--- src/rtl/pia_rx_ctrl.sv ---
// rtl/pia_rx_ctrl.sv - UART receive FIFO presented to the 6502 bus as an Apple-1 PIA keyboard port
//
// Ports:
//   clk, rst          master clock, synchronous active-high reset
//   rx_valid/rx_data  one-cycle byte pulse from the UART receiver
//   rx_error          framing error flag qualifying rx_valid
//   rx_busy           UART is mid-frame
//   bus_strobe        one-cycle CPU access strobe (bus_rw 1=read, bus_reg 0=KBD 1=KBDCR)
//   bus_wdata         CPU write data
//   bus_rdata         registered read data, valid one clk after the strobe
//   cts               flow control to host, high = stop sending
//   overflow          sticky flag, byte dropped because the FIFO was full
//   count             FIFO fill level, 0..DEPTH

module pia_rx_ctrl #(
    parameter int DEPTH      = 16,
    parameter int CTS_THRESH = 12
) (
    input  logic                     clk,
    input  logic                     rst,
    input  logic                     rx_valid,
    input  logic [7:0]               rx_data,
    input  logic                     rx_error,
    input  logic                     rx_busy,
    input  logic                     bus_strobe,
    input  logic                     bus_rw,
    input  logic                     bus_reg,
    input  logic [7:0]               bus_wdata,
    output logic [7:0]               bus_rdata,
    output logic                     cts,
    output logic                     overflow,
    output logic [$clog2(DEPTH):0]   count
);

    localparam int AW = $clog2(DEPTH);
    localparam int CW = AW + 1;

    logic [6:0]    mem [DEPTH];
    logic [AW-1:0] rd_ptr;
    logic [AW-1:0] wr_ptr;

    logic kbd_rd;
    logic cr_rd;
    logic flush;
    logic nonempty;
    logic full;
    logic push_req;
    logic pop;
    logic push;
    logic ovf_evt;

    // Bit 7 of received data is replaced by the strobe bit on read, and only
    // bit 0 of a KBDCR write has meaning.
    logic unused_bits;
    assign unused_bits = ^{rx_data[7], bus_wdata[7:1]};

    assign kbd_rd   = bus_strobe & bus_rw & ~bus_reg;
    assign cr_rd    = bus_strobe & bus_rw & bus_reg;
    assign flush    = bus_strobe & ~bus_rw & bus_reg & bus_wdata[0];
    assign nonempty = (count != '0);
    assign full     = (count == CW'(DEPTH));
    assign push_req = rx_valid & ~rx_error;

    // A pop in the same cycle frees a slot, so a push into a full FIFO is
    // still accepted. Flush overrides both and never counts as an overflow.
    assign pop      = kbd_rd & nonempty;
    assign push     = push_req & (~full | pop) & ~flush;
    assign ovf_evt  = push_req & full & ~pop & ~flush;

    assign cts = rx_busy | (count >= CW'(CTS_THRESH));

    always_ff @(posedge clk) begin
        if (rst) begin
            rd_ptr    <= '0;
            wr_ptr    <= '0;
            count     <= '0;
            overflow  <= 1'b0;
            bus_rdata <= 8'h00;
        end else if (flush) begin
            rd_ptr   <= '0;
            wr_ptr   <= '0;
            count    <= '0;
            overflow <= 1'b0;
        end else begin
            if (push) begin
                mem[wr_ptr] <= rx_data[6:0];
                wr_ptr      <= wr_ptr + 1'b1;
            end
            if (pop) begin
                rd_ptr <= rd_ptr + 1'b1;
            end
            case ({push, pop})
                2'b10:   count <= count + 1'b1;
                2'b01:   count <= count - 1'b1;
                default: count <= count;
            endcase

            // A fresh overflow beats the clear-on-read of KBDCR.
            if (ovf_evt) begin
                overflow <= 1'b1;
            end else if (cr_rd) begin
                overflow <= 1'b0;
            end

            if (kbd_rd) begin
                bus_rdata <= nonempty ? {1'b1, mem[rd_ptr]} : 8'h00;
            end else if (cr_rd) begin
                bus_rdata <= {nonempty, overflow, 6'b0};
            end
        end
    end

endmodule

--- config.mk ---
export PLATFORM = sky130hd
export DESIGN_NAME = pia_rx_ctrl
export DESIGN_NICKNAME = d
export VERILOG_FILES = /design/src/rtl/pia_rx_ctrl.sv
export SDC_FILE = /design/constraint.sdc
export NUM_CORES = 1
export LEC_CHECK = 0
export CORE_MARGIN = 2
export CORE_UTILIZATION = 45
export CTS_BUF_LIST = sky130_fd_sc_hd__clkbuf_8
export DETAILED_ROUTE_END_ITERATION = 10
export SYNTH_ARGS = -nofsm -noshare
export SYNTH_HDL_FRONTEND = slang
export SYNTH_SLANG_ARGS = --single-unit
--- constraint.sdc ---
create_clock -name clk -period 9.3 [get_ports clk]
set_input_delay 1.395 -clock clk [delete_from_list [all_inputs] [get_ports clk]]
set_output_delay 1.395 -clock clk [all_outputs]
set_load 0.03 [all_outputs]
==> metrics.cfg <==
[run_status]
status = finished, final reports clean

[clocking]
clkTransAtPathRegs_ns = 0.07
post_cts.repair.setup_buffers = 0
cts_tree = built
hold_buffers = 0
clock_latency_ns = 0.43
cts_resized = 0
cts_made_buffers = 17
cts_sinks = 138
clockBufferDepth = 2
cts-root-buf = clkbuf_8
htree_levels = 4

[sta]
max_freq_mhz = 248
finalCritPeriodShare = 0.433
worst_slew_pin_slew_ns = 0.951
holdWs_ns = 0.475
clock_skew_ns = 0.00695
setup_viol = 0
hold_viol = 0
rsz0062_at_grt = no
tns_ns = 0
layout_min_cycle_time_ns = 4.03
maxSlewViolCount = 0
slew_headroom = 0.364

[floorplanning]
initial_core_util = 0.462
dieHeight_um = 115
fp.coreArea_sq_um = 12000
io_pins = 39
placementRows = 40
dieWidth_um = 115
die-area_sq_um = 13200

[critical_path]
cp_max_fo = 9
required_ns = 9.62
end_kind = register
critPathArrivalTime_ns = 4.35
cp-start-kind = primary input
criticalPathCategory = in2reg

[logic_synthesis]
yosysWarnings = 0
synth_ff_type = edfxtp_1
avgSynthCellArea_sq_um = 17.0
synth_edf_count = 112
synth_fp_nets = 358
synthArstFlopShare = 0
yosysSeqAreaShare = 0.699
yosys_register_bits = 138
syn_area_sq_um = 5550
synth_cell_types = 42
postSynthCellCount = 326

[placed_design]
port_buffers = 30
placed_area_sq_um = 6010
gp_congestion = 0.740
dp_hpwl_um = 6640

[grt]
grt_max_degree = 29
grtUsageTotal = 0.179
antenna_found_initial = 0
grt_pass1_vias = 2966
grt-ovfl-total = 0
grt_pass1_wl_um = 16800

[power_and_ir_drop]
p_leak_uw = 0.00205
peakVddDrop_v = 0.0000764
pwr_density_cell_nw_per_um2 = 186

[layout]
layout_commonest_cell = edfxtp_1
nNetsFinal = 396
final_layout_size_suffix_gt1_frac = 0.167
syn_to_final_growth_pct = 14.9
diodes = 0
fin_area_sq_um = 6380
layout_common_cells = 112 x edfxtp_1, 30 x clkdlybuf4s50_1, 28 x nor2_1, 28 x mux4_2, 26 x dfxtp_1

[routing]
num_vias = 2904
drc = 0
avgRoutedWirePerCell_um = 20.6
wirelength_um = 10800
routed_via_density = 5.54
dr.pass1.iters = 4
drt_iter0_markers = 233
ant_nets = 0

[min_path]
hold_path.class = reg2reg

[run]
maxCapViolCount = 0

[metal layers]
metal | wire (um) | up-vias | share of wire | GRT usage
met5 | 0 | - | 0 | 0
met4 | 84 | 0 | 0.0078 | 0.0771
met3 | 464 | 7 | 0.043 | 0.0443
met2 | 5240 | 73 | 0.49 | 0.277
met1 | 5000 | 1468 | 0.46 | 0.244
li1 | - | 1356 | - | -
[cells in the mapped netlist (2+ instances only)]
cell type  number  area (sq um)
a211o_1         2          17.5
a21o_1          3          22.5
a21oi_1         4          20.0
a31oi_1         3          18.8
and3b_1         2          17.5
buf_1           4          15.0
buf_6           2          22.5
clkbuf_1       11          41.3
dfxtp_1        26           521
edfxtp_1      112          3360
ha_1            8           100
inv_1           6          22.5
mux2i_1        17           170
mux4_2         28           631
nand2_1        11          41.3
nand2b_1        4          25.0
nand3_1         9          45.0
nor2_1         28           105
nor2b_1         2          12.5
nor3_1          6          30.0
o21a_1          3          22.5
o21ai_0         3          15.0
o221ai_1        7          61.3
or3_1           2          12.5
xnor2_1         2          17.5
xor2_1          5          43.8
[final timing paths]
kind              slack, ns         start           end  depth (start not counted)
setup / recovery       5.27       bus_reg      count[4]                         11
hold / removal         0.48  bus_rdata[3]  bus_rdata[3]                          2
hold reg to reg        0.48  bus_rdata[3]  bus_rdata[3]                          2
setup reg to reg       6.03      count[1]      count[4]                         10
[sequential cells by signal, summed over array words and instances, names as in the netlist, named ones only]
| signal | cells |
|---|---|
| mem | 112 |
| bus_rdata | 8 |
| count | 5 |
| rd_ptr | 4 |
| wr_ptr | 4 |
| overflow | 1 |
[critical path: stages]
cell and delay (ns):
clkdlybuf4s50_1 0.51, and3b_1 0.25, o31a_1 0.43, nand2b_1 0.17, ha_1 0.37, xor2_1 0.18
ha_1 0.24, a21o_1 0.14, nand3_1 0.08, a31oi_1 0.22, mux2_2 0.35
[report_power, final]
part	internal, uW	switching, uW
combinational	20.5	27.9
sequential	670	3.64
clock	255	212
total	946	244
[cell type report]
| cell class | instances | area, sq um |
|---|---|---|
| multi-input cells | 164 | 1560 |
| repair buffers | 37 | 353 |
| fillers | 987 | 5630 |
| clock buffers | 17 | 234 |
| clock inverters | 15 | 141 |
| inverters | 6 | 22.5 |
| flip-flops and latches | 138 | 3880 |
| well taps | 147 | 184 |
[cell families after synthesis]
family                   synth area share
XOR/XNOR                           0.0110
buffers and inverters              0.0192
AND/OR/NAND/NOR                    0.0644
adder cells (fa/ha/maj)            0.0180
flip-flops                          0.699
multiplexers                        0.146
AO/OA/AOI/OAI                      0.0417
[through the flow]
step,cells,util,worst slack (ns),power [uW]
global placement,492,0.500,4.87,735
finish,524,0.531,5.27,1190
global route,524,0.531,5.00,1230
detailed placement,492,0.500,4.84,737
floorplan,326,-,5.50,715
CTS,524,0.531,5.29,1200
(Power assumes the default switching activity.)
